File: src/rtl/pwm_fade_sequencer.sv
// Pattern sequencer that feeds one-cycle impulses to a bank of LED fade channels.
// Runs chase, bounce, all-flash or single-sweep patterns at a latched step period.
module pwm_fade_sequencer #(
    parameter int NumChannels  = 8,
    parameter int StepCtrWidth = 24
) (
    input  logic                             clk_i,
    input  logic                             rst_ni,
    input  logic                             en_i,
    input  logic [1:0]                       mode_i,
    input  logic [StepCtrWidth-1:0]          step_ticks_i,
    output logic [NumChannels-1:0]           impulse_o,
    output logic                             busy_o,
    output logic [$clog2(NumChannels)-1:0]   pos_o
);

    localparam int PosW = $clog2(NumChannels);
    localparam logic [PosW-1:0] LastPos = PosW'(NumChannels - 1);

    typedef enum logic [1:0] {
        StIdle,
        StRun,
        StDone
    } state_e;

    typedef enum logic [1:0] {
        ModeChase   = 2'd0,
        ModeBounce  = 2'd1,
        ModeAll     = 2'd2,
        ModeOneshot = 2'd3
    } mode_e;

    state_e                  state_q, state_d;
    mode_e                   mode_q, mode_d;
    logic [StepCtrWidth-1:0] period_q, period_d;
    logic [StepCtrWidth-1:0] cnt_q, cnt_d;
    logic [PosW-1:0]         pos_q, pos_d, step_pos;
    logic                    down_q, down_d, step_down;
    logic [NumChannels-1:0]  imp_q, imp_d, step_imp;
    logic                    busy_q, busy_d;

    // Next position/direction if a step fires this cycle.
    always_comb begin
        step_pos  = '0;
        step_down = down_q;
        unique case (mode_q)
            ModeAll: step_pos = '0;
            ModeBounce: begin
                if (!down_q) begin
                    if (pos_q == LastPos) begin
                        step_pos  = pos_q - 1'b1;
                        step_down = 1'b1;
                    end else begin
                        step_pos = pos_q + 1'b1;
                    end
                end else begin
                    if (pos_q == '0) begin
                        step_pos  = PosW'(1);
                        step_down = 1'b0;
                    end else begin
                        step_pos = pos_q - 1'b1;
                    end
                end
            end
            default: step_pos = (pos_q == LastPos) ? '0 : pos_q + 1'b1;
        endcase
        step_imp = (mode_q == ModeAll) ? '1 : (NumChannels'(1) << step_pos);
    end

    always_comb begin
        state_d  = state_q;
        mode_d   = mode_q;
        period_d = period_q;
        cnt_d    = cnt_q;
        pos_d    = pos_q;
        down_d   = down_q;
        imp_d    = '0;
        unique case (state_q)
            StIdle: begin
                if (en_i) begin
                    state_d  = StRun;
                    mode_d   = mode_e'(mode_i);
                    period_d = step_ticks_i;
                    cnt_d    = step_ticks_i;
                    pos_d    = '0;
                    down_d   = 1'b0;
                    imp_d    = (mode_e'(mode_i) == ModeAll) ? '1 : NumChannels'(1);
                end
            end
            StRun: begin
                // Disable beats any step due on the same edge.
                if (!en_i) begin
                    state_d = StIdle;
                    cnt_d   = '0;
                    pos_d   = '0;
                    down_d  = 1'b0;
                end else if (mode_q == ModeOneshot && pos_q == LastPos) begin
                    state_d = StDone;
                end else if (cnt_q == '0) begin
                    cnt_d  = period_q;
                    pos_d  = step_pos;
                    down_d = step_down;
                    imp_d  = step_imp;
                end else begin
                    cnt_d = cnt_q - 1'b1;
                end
            end
            StDone: begin
                if (!en_i) begin
                    state_d = StIdle;
                    cnt_d   = '0;
                    pos_d   = '0;
                    down_d  = 1'b0;
                end
            end
            default: state_d = StIdle;
        endcase
        busy_d = (state_d == StRun);
    end

    always_ff @(posedge clk_i or negedge rst_ni) begin
        if (!rst_ni) begin
            state_q  <= StIdle;
            mode_q   <= ModeChase;
            period_q <= '0;
            cnt_q    <= '0;
            pos_q    <= '0;
            down_q   <= 1'b0;
            imp_q    <= '0;
            busy_q   <= 1'b0;
        end else begin
            state_q  <= state_d;
            mode_q   <= mode_d;
            period_q <= period_d;
            cnt_q    <= cnt_d;
            pos_q    <= pos_d;
            down_q   <= down_d;
            imp_q    <= imp_d;
            busy_q   <= busy_d;
        end
    end

    assign impulse_o = imp_q;
    assign busy_o    = busy_q;
    assign pos_o     = pos_q;

endmodule

File: config.mk
export PLATFORM = sky130hd
export DESIGN_NAME = pwm_fade_sequencer
export DESIGN_NICKNAME = d
export VERILOG_FILES = /design/src/rtl/pwm_fade_sequencer.sv
export SDC_FILE = /design/constraint.sdc
export NUM_CORES = 1
export LEC_CHECK = 0
export ABC_AREA = 0
export CAP_MARGIN = 40
export CORE_MARGIN = 3
export CORE_UTILIZATION = 59
export CTS_BUF_LIST = sky130_fd_sc_hd__clkbuf_8
export CTS_CLUSTER_DIAMETER = 60
export DETAILED_ROUTE_END_ITERATION = 7
export PLACE_DENSITY = 0.9
export SETUP_SLACK_MARGIN = 0.5
export SKIP_LAST_GASP = 1
export SYNTH_ARGS = -nofsm -noshare
export SYNTH_HDL_FRONTEND = slang
export SYNTH_SLANG_ARGS = --single-unit
File: constraint.sdc
create_clock -name clk_i -period 3.2 [get_ports clk_i]
set_input_delay 0.64 -clock clk_i [delete_from_list [all_inputs] [get_ports clk_i]]
set_output_delay 0.64 -clock clk_i [all_outputs]
set_load 0.02 [all_outputs]
==> impl_metrics.py <==
metrics = {
    "synth": {
        "synth_compound_area_frac": 0.189,
        "syn_nets": 419,
        "ys_async_sr_fraction": 1.00,
        "synth_seq_cells": 65,
        "synth-edff-count": 0,
        "synthSimpleGateAreaFrac": 0.172,
        "synth_top_family_by_area": "compound AO/OA/AOI/OAI gates",
        "synth.avg_cell_area_sq_um": 9.95,
        "synth_fa_ha_area_frac": 0.0434,
        "synth_xor_area_frac": 0.0187,
        "synth_flop_cell": "dfrtp_1",
        "synthCells": 377,
        "synth_cell_types": 60,
        "muxShareOfSynthArea": 0.0944,
        "seq_area_frac_synth": 0.434,
        "ys_warn_count": 0,
        "syn_area_sq_mm": 0.00375,
    },
    "critical_path": {
        "rr_worst_depth": 5,
        "cp_cell_sequence": "or4_1, or4_4, o41ai_2, a21oi_1, o22a_1",
        "crit_fanout": 8,
        "rr_endpoint": "cnt_q[23]$_DFFE_PN0P_",
        "critPathCapture": "cnt_q[23]$_DFFE_PN0P_",
        "crit_path_end_kind": "register",
        "path_buf_inv": 0,
        "worstSetupStartpoint": "cnt_q[16]$_DFFE_PN0P_",
        "cp_num_cells": 5,
        "required_ps": 3440,
        "crit_family": "simple AND/OR/NAND/NOR gates",
        "r2r_start": "cnt_q[16]$_DFFE_PN0P_",
        "r2r_slack_ps": 610,
        "slowest_delay_ps": 730,
        "critical_path_class": "reg2reg",
        "cp_data_arrival_time_ps": 2830,
        "startpoint_type": "register",
        "slowest_stage": "or4_1",
    },
    "power_and_ir_drop": {
        "ir_drop_uv": 486,
        "power_density_mw_per_mm2": 882,
        "power_leakage_nw": 1.89,
    },
    "detailed_routing": {
        "firstDrtPassIters": 6,
        "antenna_left": 0,
        "drt_wl_total_microns": 9420,
        "drtIter0Drc": 508,
        "post-route-drc-count": 0,
        "via_per_inst": 6.82,
        "wl_per_cell_microns": 18.9,
        "vias": 3389,
    },
    "cts": {
        "post_cts_buffers": 0,
        "h-tree-depth": 3,
        "cts_tree": "built",
        "cts_num_sinks": 65,
        "clk_pin_slew_ps": 70,
        "clockRootBuffer": "clkbuf_8",
        "post_cts_resized": 0,
        "clk_path_buf_depth": 2,
        "holdBufCountCts": 0,
        "cts_buffers": 9,
        "clk_latency_ps": 350,
    },
    "global_route": {
        "grt-ovfl-total": 0,
        "grt_max_degree": 66,
        "antenna_found_initial": 0,
        "track_usage": 0.269,
        "grt_pass1_wl_microns": 15400,
        "grt_pass1_vias": 3216,
    },
    "floorplanning": {
        "start_util": 0.623,
        "die_h_microns": 85.7,
        "core_region_area_sq_mm": 0.00603,
        "dieArea_sq_mm": 0.00735,
        "num_rows": 28,
        "die_width_microns": 85.7,
        "ioPinCount": 41,
    },
    "timing": {
        "tns_ps": 0,
        "hold_viol": 0,
        "layout_min_cycle_time_ps": 2590,
        "fin_ws_ps": 609,
        "tightest_slew_ps": 809,
        "clock_skew_ps": 8.60,
        "fmax_mhz": 386,
        "timing.final.crit_share": 0.810,
        "timing.final.max_slew_violations": 0,
        "rsz0062_at_grt": "false",
        "relSlewSlack": 0.457,
        "setup_violations": 0,
    },
    "status": {
        "outcome": "complete, no violations",
    },
    "run": {
        "max_cap_violations": 0,
    },
    "placed_design": {
        "io_buffer_count": 40,
        "dp_hpwl_microns": 6370,
        "post-place-ws_ps": 410,
        "globalplace.congestion": 0.942,
    },
    "layout": {
        "syn2layout_area_growth_pct": 18.1,
        "layout.nets": 460,
        "n_fill_cell": 422,
        "diodes": 0,
        "drive_gt1_frac": 0.149,
    },
    "worst_hold_path": {
        "hold_path_class": "in2async",
    },
}
-- worst register-to-register path: stages (launching register included) --
cell and delay [ps]:
dfrtp_1 460, or4_1 730, or4_4 620, o41ai_2 360
a21oi_1 80, o22a_1 230
-- registers in the layout (all words and copies together) (netlist names) --
register and flops:
pos_o 3, impulse_o 8, down_q 1, busy_o 1, state_q 2, period_q 24, cnt_q 24, mode_q 2
-- per-stage QoR --
stage	total power, mW	utilization	std cells	hold slack [ps]	area [sq um]
2_1_floorplan	2.60	-	377	344	3750
3_3_place_gp	2.94	0.697	482	487	4200
3_5_place_dp	3.04	0.697	482	490	4200
4_1_cts	3.86	0.735	497	317	4430
5_1_grt	4.13	0.735	497	323	4430
6_report	3.91	0.735	497	277	4430
-- metal layers --
metal	global-route usage	vias to the layer above	share of wire
li1	-	1498	-
met4	0.155	0	0.050
met5	0	-	0
met2	0.412	238	0.44
met1	0.360	1595	0.42
met3	0.0442	58	0.095
-- synthesized netlist by cell type, drive strengths merged (2+ instances only) --
| cell | count | area [sq um] |
|---|---|---|
| buf | 6 | 55.1 |
| clkbuf | 12 | 55.1 |
| a21o | 3 | 22.5 |
| mux2i | 5 | 50.1 |
| mux2 | 27 | 304 |
| a21oi | 12 | 60.1 |
| a32oi | 5 | 43.8 |
| nand3 | 14 | 80.1 |
| or3 | 4 | 25.0 |
| or4 | 4 | 33.8 |
| nand3b | 2 | 15.0 |
| xnor2 | 4 | 35.0 |
| ha | 13 | 163 |
| inv | 18 | 72.6 |
| and2 | 2 | 12.5 |
| nor2b | 4 | 25.0 |
| nand2 | 25 | 96.4 |
| nand4 | 6 | 37.5 |
| o211ai | 5 | 37.5 |
| nor4 | 8 | 71.3 |
| nor2 | 30 | 129 |
| dfrtp | 65 | 1630 |
| o21ai | 32 | 160 |
| o221ai | 3 | 26.3 |
| o32a | 3 | 30.0 |
| nor3 | 12 | 60.1 |
| nand2b | 3 | 18.8 |
| and3 | 5 | 33.8 |
| o22a | 2 | 17.5 |
| o31ai | 8 | 65.1 |
| a211oi | 2 | 15.0 |
| a31oi | 5 | 31.3 |
| o41ai | 3 | 33.8 |
| a22oi | 7 | 52.6 |
| xor2 | 4 | 35.0 |
| o22ai | 3 | 18.8 |
-- cell families after synthesis --
kind of cell / count (synthesis)
adders and majority gates: 13
AOI/OAI and AO/OA: 103
DFF: 65
buffers and inverters: 36
xor gates and xnor gates: 8
muxes: 32
and+or+nand+nor: 120
-- worst min-delay path by stage --
stage,depth (start not counted),to,start,slack [ps]
floorplan,0,busy_o$_DFF_PN0_,rst_ni,340
detailed placement,1,period_q[7]$_DFFE_PN0P_,period_q[7]$_DFFE_PN0P_,490
finish,2,period_q[16]$_DFFE_PN0P_,rst_ni,280
global route,2,period_q[20]$_DFFE_PN0P_,rst_ni,320
CTS,2,period_q[22]$_DFFE_PN0P_,rst_ni,320
global placement,1,period_q[14]$_DFFE_PN0P_,period_q[14]$_DFFE_PN0P_,490
-- cells in the final DEF, fill, tap and decap left out, types with 6 or more instances in the layout --
cell type         n
nand2_1          24
inv_1            18
a21oi_1          12
a22oi_1           7
ha_1             13
nand4_1           6
clkbuf_8         12
nor2_1           29
nor3_1           12
nor4_1            6
o21ai_0          31
buf_4             7
mux2_2           27
nand3_1          12
clkdlybuf4s50_1  39
o31ai_1           7
dfrtp_1          65
-- final cells by class --
| type | instances | area [sq um] | share of cell area |
|---|---|---|---|
| Clock buffer | 12 | 165 | 0.0373 |
| Sequential cell | 65 | 1630 | 0.367 |
| Timing Repair Buffer | 48 | 468 | 0.106 |
| Tap cell | 75 | 93.8 | 0.0212 |
| Multi-Input combinational cell | 276 | 1940 | 0.438 |
| Clock inverter | 3 | 63.8 | 0.0144 |
| Inverter | 18 | 72.6 | 0.0164 |
-- power by group --
group	leakage (nW)	switching [mW]	internal (mW)	total, mW
Sequential	0.812	0.312	1.15	1.47
Clock	0.120	0.315	0.496	0.811
Combinational	0.954	0.956	0.674	1.63
Note: power is estimated with default switching activity, not from simulation.
